--- config.mk ---
export PLATFORM = sky130hd
export DESIGN_NAME = hazard_scoreboard_flat
export DESIGN_NICKNAME = d
export VERILOG_FILES = /design/src/rtl/hazard_pkg.sv /design/src/rtl/hazard_scoreboard_if.sv /design/src/rtl/hazard_port_match.sv /design/src/rtl/hazard_scoreboard.sv /design/src/flat_wrapper.sv
export SDC_FILE = /design/constraint.sdc
export NUM_CORES = 1
export LEC_CHECK = 0
export CAP_MARGIN = 20
export CORE_ASPECT_RATIO = 0.6
export CORE_MARGIN = 8
export CORE_UTILIZATION = 27
export DETAILED_ROUTE_END_ITERATION = 16
export PLACE_DENSITY_LB_ADDON = 0.12
export SLEW_MARGIN = 25
export SYNTH_ARGS = -nofsm -noshare
export SYNTH_HDL_FRONTEND = slang
export SYNTH_SLANG_ARGS = --single-unit
export TNS_END_PERCENT = 10
--- constraint.sdc ---
create_clock -name clk -period 3.31 [get_ports clk]
set_input_delay 0.662 -clock clk [delete_from_list [all_inputs] [get_ports clk]]
set_output_delay 0.662 -clock clk [all_outputs]
set_load 0.02 [all_outputs]
--- src/rtl/hazard_pkg.sv ---
// rtl/hazard_pkg.sv - shared scoreboard entry type, forwarding constant and select-width helper
package hazard_pkg;

   // Entry register field is sized for the widest supported register address.
   localparam int RW_MAX = 8;
   localparam int FWD_RF = 0;

   typedef struct packed {
      logic              valid;
      logic [RW_MAX-1:0] rw;
      logic              regWrite;
      logic              memRead;
   } sb_entry_t;

   function automatic int calc_sel_w(input int depth);
      return $clog2(depth + 1);
   endfunction

endpackage

--- src/rtl/hazard_scoreboard_if.sv ---
// rtl/hazard_scoreboard_if.sv - ID-stage request and stall/forward response bundle
interface hazard_scoreboard_if
   import hazard_pkg::*;
#(
   parameter int REG_ADDR_WIDTH = 5,
   parameter int RD_PORTS       = 2,
   parameter int PIPE_DEPTH     = 3,
   parameter int CNT_WIDTH      = 16
);
   localparam int SEL_W = calc_sel_w(PIPE_DEPTH);

   logic                               id_valid;
   logic [RD_PORTS*REG_ADDR_WIDTH-1:0] id_rr;
   logic [RD_PORTS-1:0]                id_rr_used;
   logic [REG_ADDR_WIDTH-1:0]          id_rw;
   logic                               id_regWrite;
   logic                               id_memRead;
   logic                               ex_flush;
   logic                               stall;
   logic [RD_PORTS*SEL_W-1:0]          fwd_sel;
   logic [CNT_WIDTH-1:0]               stall_count;

   modport master (
      output id_valid, id_rr, id_rr_used, id_rw, id_regWrite, id_memRead, ex_flush,
      input  stall, fwd_sel, stall_count
   );

   modport slave (
      input  id_valid, id_rr, id_rr_used, id_rw, id_regWrite, id_memRead, ex_flush,
      output stall, fwd_sel, stall_count
   );

endinterface

--- src/rtl/hazard_port_match.sv ---
// rtl/hazard_port_match.sv - per read port youngest match, ready flag and stall
// HAZARD_FWD_EN selects forwarding; otherwise any match stalls and fwd_sel stays at the regfile.
module hazard_port_match
   import hazard_pkg::*;
#(
   parameter int REG_ADDR_WIDTH = 5,
   parameter int PIPE_DEPTH     = 3,
   parameter int ALU_READY      = 2,
   parameter int LOAD_READY     = 3,
   parameter int SEL_W          = 2
) (
   input  logic                          req_i,
   input  logic [REG_ADDR_WIDTH-1:0]     rr_i,
   input  sb_entry_t [PIPE_DEPTH-1:0]    entries_i,
   output logic                          stall_o,
   output logic [SEL_W-1:0]              fwd_sel_o
);

`ifdef HAZARD_FWD_EN
   localparam bit FWD_ON = 1'b1;
`else
   localparam bit FWD_ON = 1'b0;
`endif

   logic             match;
   logic             match_ld;
   logic [SEL_W-1:0] match_stage;
   logic             ready;

   // Scan oldest to youngest so the youngest match overwrites older ones.
   always_comb begin
      match       = 1'b0;
      match_ld    = 1'b0;
      match_stage = '0;
      for (int k = PIPE_DEPTH - 1; k >= 0; k--) begin
         if (req_i && (rr_i != '0) && entries_i[k].valid && entries_i[k].regWrite &&
             (entries_i[k].rw == RW_MAX'(rr_i))) begin
            match       = 1'b1;
            match_ld    = entries_i[k].memRead;
            match_stage = SEL_W'(k + 1);
         end
      end
   end

   always_comb begin
      ready = match_ld ? (int'(match_stage) >= LOAD_READY) : (int'(match_stage) >= ALU_READY);
   end

   always_comb begin
      stall_o   = match && !(FWD_ON && ready);
      fwd_sel_o = (FWD_ON && match && ready) ? match_stage : SEL_W'(FWD_RF);
   end

endmodule

--- src/rtl/hazard_scoreboard.sv ---
// rtl/hazard_scoreboard.sv - in-flight write tracker issuing ID stall and forwarding selects
// Forwarding behaviour is selected in hazard_port_match by HAZARD_FWD_EN.
module hazard_scoreboard
   import hazard_pkg::*;
#(
   parameter int REG_ADDR_WIDTH = 5,
   parameter int RD_PORTS       = 2,
   parameter int PIPE_DEPTH     = 3,
   parameter int ALU_READY      = 2,
   parameter int LOAD_READY     = 3,
   parameter int CNT_WIDTH      = 16
) (
   input  logic                clk,
   input  logic                rst,
   hazard_scoreboard_if.slave  sb
);

   localparam int SEL_W = calc_sel_w(PIPE_DEPTH);

   sb_entry_t [PIPE_DEPTH-1:0]  pipe_q;
   sb_entry_t [PIPE_DEPTH-1:0]  pipe_d;
   logic [CNT_WIDTH-1:0]        cnt_q;
   logic [CNT_WIDTH-1:0]        cnt_d;
   logic [RD_PORTS-1:0]         port_stall;
   logic [RD_PORTS*SEL_W-1:0]   fwd_sel;
   logic                        stall;

   for (genvar p = 0; p < RD_PORTS; p++) begin : g_port
      hazard_port_match #(
         .REG_ADDR_WIDTH (REG_ADDR_WIDTH),
         .PIPE_DEPTH     (PIPE_DEPTH),
         .ALU_READY      (ALU_READY),
         .LOAD_READY     (LOAD_READY),
         .SEL_W          (SEL_W)
      ) u_match (
         .req_i     (sb.id_valid && sb.id_rr_used[p]),
         .rr_i      (sb.id_rr[p*REG_ADDR_WIDTH +: REG_ADDR_WIDTH]),
         .entries_i (pipe_q),
         .stall_o   (port_stall[p]),
         .fwd_sel_o (fwd_sel[p*SEL_W +: SEL_W])
      );
   end

   assign stall = |port_stall;

   // A stall inserts a bubble into EX; a flush kills the old EX entry as it moves on.
   always_comb begin
      pipe_d = '0;
      for (int k = 1; k < PIPE_DEPTH; k++) begin
         pipe_d[k] = pipe_q[k-1];
         if (k == 1 && sb.ex_flush) begin
            pipe_d[k].valid = 1'b0;
         end
      end
      if (sb.id_valid && !stall) begin
         pipe_d[0].valid    = 1'b1;
         pipe_d[0].rw       = RW_MAX'(sb.id_rw);
         pipe_d[0].regWrite = sb.id_regWrite;
         pipe_d[0].memRead  = sb.id_memRead;
      end
   end

   always_comb begin
      cnt_d = cnt_q;
      if (stall && (cnt_q != '1)) begin
         cnt_d = cnt_q + CNT_WIDTH'(1);
      end
   end

   always_ff @(posedge clk) begin
      if (rst) begin
         pipe_q <= '0;
         cnt_q  <= '0;
      end else begin
         pipe_q <= pipe_d;
         cnt_q  <= cnt_d;
      end
   end

   assign sb.stall       = stall;
   assign sb.fwd_sel     = fwd_sel;
   assign sb.stall_count = cnt_q;

endmodule

--- src/flat_wrapper.sv ---
// flat-port wrapper written by rule: the top's interface ports become plain ports
module hazard_scoreboard_flat import hazard_pkg::*;
#(
   parameter int REG_ADDR_WIDTH = 5,
   parameter int RD_PORTS       = 2,
   parameter int PIPE_DEPTH     = 3,
   parameter int ALU_READY      = 2,
   parameter int LOAD_READY     = 3,
   parameter int CNT_WIDTH      = 16
)
  (clk, rst, sb_id_valid, sb_id_rr, sb_id_rr_used, sb_id_rw, sb_id_regWrite, sb_id_memRead, sb_ex_flush, sb_stall, sb_fwd_sel, sb_stall_count);
  hazard_scoreboard_if #(.REG_ADDR_WIDTH(REG_ADDR_WIDTH), .RD_PORTS(RD_PORTS), .PIPE_DEPTH(PIPE_DEPTH), .CNT_WIDTH(CNT_WIDTH)) sb_i ();
  input  logic clk;
  input  logic rst;
  input wire logic [$bits(sb_i.id_valid)-1:0] sb_id_valid;
  input wire logic [$bits(sb_i.id_rr)-1:0] sb_id_rr;
  input wire logic [$bits(sb_i.id_rr_used)-1:0] sb_id_rr_used;
  input wire logic [$bits(sb_i.id_rw)-1:0] sb_id_rw;
  input wire logic [$bits(sb_i.id_regWrite)-1:0] sb_id_regWrite;
  input wire logic [$bits(sb_i.id_memRead)-1:0] sb_id_memRead;
  input wire logic [$bits(sb_i.ex_flush)-1:0] sb_ex_flush;
  output wire logic [$bits(sb_i.stall)-1:0] sb_stall;
  output wire logic [$bits(sb_i.fwd_sel)-1:0] sb_fwd_sel;
  output wire logic [$bits(sb_i.stall_count)-1:0] sb_stall_count;
  assign sb_i.id_valid = sb_id_valid;
  assign sb_i.id_rr = sb_id_rr;
  assign sb_i.id_rr_used = sb_id_rr_used;
  assign sb_i.id_rw = sb_id_rw;
  assign sb_i.id_regWrite = sb_id_regWrite;
  assign sb_i.id_memRead = sb_id_memRead;
  assign sb_i.ex_flush = sb_ex_flush;
  assign sb_stall = sb_i.stall;
  assign sb_fwd_sel = sb_i.fwd_sel;
  assign sb_stall_count = sb_i.stall_count;
  hazard_scoreboard #(.REG_ADDR_WIDTH(REG_ADDR_WIDTH), .RD_PORTS(RD_PORTS), .PIPE_DEPTH(PIPE_DEPTH), .ALU_READY(ALU_READY), .LOAD_READY(LOAD_READY), .CNT_WIDTH(CNT_WIDTH)) u_core (.clk(clk), .rst(rst), .sb(sb_i));
endmodule
==> out/metrics.yaml <==
cells_and_area:
  diodes: 0
  area_delta_synth_final_pct: 41.42
  nNetsFinal: 286
  drive_gt1_share_pct: 17.87
  fill_cells: 664
clocking:
  clk_pin_slew_ns: 0.08
  ctsHoldBuffers: 0
  clk-insertion-delay-late_ns: 0.29
  clock_path_buffers: 2
  cts_sinks: 37
  clockRootBuffer: "clkbuf_8"
  cts-buffers-inserted: 5
  cts_tree: "built"
  htree_levels: 2
route:
  drc_errors: 0
  post_drt_wl_per_cell_um: 14.61
  drt-pass1-iter-count: 4
  vias: 1582
  viasPerCell: 4.520
  ant_nets: 0
  drt_iter0_drc: 82
  drt-total-wl_um: 5115
synth:
  synth_area_leaders: "dfxtp_1 (41%), xor2_1 (12%), nor2b_1 (5.9%)"
  synth_edf_count: 0
  synth-seq-cells: 37
  synth.most_common_cell: "dfxtp_1"
  ys_async_sr_fraction_pct: 0
  synth-main-ff-cell: "dfxtp_1"
  synth.largest_area_cell: "dfxtp_1"
  yosysTopAreaCellShare_pct: 40.80
  ys_seq_area_share_pct: 40.80
  synth.distinct_cells: 40
  yosys_warnings: 0
  synthCells: 195
  syn_area_mm2: 0.001815
  avgSynthCellArea_um2: 9.310
  ys_top_cells_by_count: "dfxtp_1 (37), xor2_1 (25), nor2b_1 (17), nand4_1 (10)"
setup_path:
  end_kind: "output port"
  crit_path_max_fanout: 4
  cp.required_ns: 2.65
  reg2reg_to: "u_core.sb.stall_count[9]"
  arrival_ns: 2.46
  critical_path_class: "in -> out"
  reg2reg_slack_ns: 0.85
  r2r.worst_path.cells: 8
  startpoint_type: "primary input"
  rr_startpoint: "u_core.pipe_d[17]"
  critPathLaunch: "sb_id_rr[3]"
worst_hold_path:
  hold_end: "u_core.pipe_d[23]"
  holdPathStages: 1
  hp-start: "u_core.pipe_d[12]"
  hold_class: "reg -> reg"
die:
  start_util_pct: 27.55
  die_x_um: 121.9
  coreArea_mm2: 0.006590
  die-area_mm2: 0.009690
  pin_count: 44
  row_count: 23
  die_y_um: 79.52
timing:
  finalCritPeriodShare_pct: 94.46
  rsz0062_at_grt: "false"
  maxClockFrequency_ghz: 0.3198
  fin_crit_ns: 3.127
  setup_viol: 0
  layout_setup_ws_ns: 0.1833
  holdWs_ns: 0.5033
  clock_skew_ns: 0.008959
  slew_headroom_pct: 47.84
  finalSetupTns_ns: 0
  slew_violations: 0
  hold_viol_final: 0
  worstMarginPinSlew_ns: 0.7799
power:
  peakVddDrop_mv: 0.1208
  p_leak_nw: 0.9860
  powerDensity_mw_per_mm2: 341.2
status:
  outcome: "finished clean"
global_routing:
  grt_antenna_before_repair: 0
  track_usage_pct: 10.96
  grt.overflow.total: 0
  grt_pass1_vias: 1511
  grt_max_degree: 21
  grt_pass1_wl_um: 8238
flow_run:
  cap_violations: 0
placed_design:
  dp_hpwl_um: 4043
  dp_slack_ns: -0.2805
  port_buffers: 38
  gp_congestion: 0.7779
-- cell usage in the layout, fill, tap and decap left out, drive strengths merged, types with 7 or more instances in the layout --
cell type,instances
dfxtp,37
clkdlybuf4s50,34
buf,27
xor2,25
nor2b,17
nand4,10
nor2,10
a21oi,9
nor4,8
xnor2,7
and2,7
nand2,7
o21ai,7
-- timing repair --
item / 4_1_cts / 5_1_grt
pin swaps: 1 / 2
cloned: 0 / 0
setup endpoints to repair: 1 / 1
resized for setup: 2 / 6
setup buffers: 1 / 1
hold endpoints to repair: 0 / 0
-- worst max path at each step --
stage	cells past startpoint	end	slack, ns
after floorplan	4	sb_stall	0.87
final	6	sb_stall	0.18
after CTS	6	sb_stall	0.007
after detailed placement	6	sb_stall	-0.28
after global routing	7	sb_stall	0.11
after global placement	6	sb_stall	-0.27
-- routing by layer --
layer  vias to the layer above  part of all wire, %  GRT usage (%)
li1                        817                    -              -
met1                       728                   55          16.03
met2                        32                   39          14.61
met3                         5                  5.1          3.249
met4                         0                  1.2          3.672
met5                         -                    0              0
-- state kept, by name, indices dropped and copies added, names as in the netlist --
name,flops
u_core.pipe_d,13
u_core.pipe_q,8
u_core.sb.stall_count,16
-- cells by family after synthesis --
kind of cell	after synthesis	synth area share [%]
AND/OR/NAND/NOR	83	27.29
flip-flops	37	40.80
XOR/XNOR	32	15.44
AO/OA/AOI/OAI	27	9.855
buffers and inverters	10	3.308
multiplexers	4	2.412
adder cells (fa/ha/maj)	1	0.6891
other	1	0.2066
-- critical path, stage by stage --
cell             delay, ns
clkdlybuf4s50_1       0.52
or4_1                 0.51
o211ai_1              0.26
a31oi_1               0.08
or2_1                 0.27
clkbuf_2              0.17
-- power breakdown --
| part | switching [mW] | total, mW | internal, mW | leakage (nW) |
|---|---|---|---|---|
| Sequential | 0.00771 | 0.460 | 0.452 | 0.300 |
| Clock | 0.174 | 0.323 | 0.149 | 0.0445 |
| Combinational | 0.0421 | 0.0930 | 0.0510 | 0.641 |
-- metrics by stage --
step | std cells | area (um^2) | power (mW) | util, %
2_1_floorplan | 198 | 1827 | 0.5096 | -
3_3_place_gp | 340 | 2451 | 0.5605 | 37.19
3_5_place_dp | 340 | 2451 | 0.5612 | 37.19
4_1_cts | 349 | 2546 | 0.8898 | 38.64
5_1_grt | 350 | 2567 | 0.9170 | 38.96
6_report | 350 | 2567 | 0.8761 | 38.96
-- area by class of cell --
cell class	instances	area, um^2	share of cell area, %
clock buffer	5	68.82	2.680
clock inverter	3	21.27	0.8285
inverter	2	7.507	0.2924
multi-input combinational	151	1039	40.45
sequential	37	740.7	28.85
tap	87	108.9	4.240
timing repair buffer	65	581.8	22.66
Note: power is estimated with default switching activity, not from simulation.
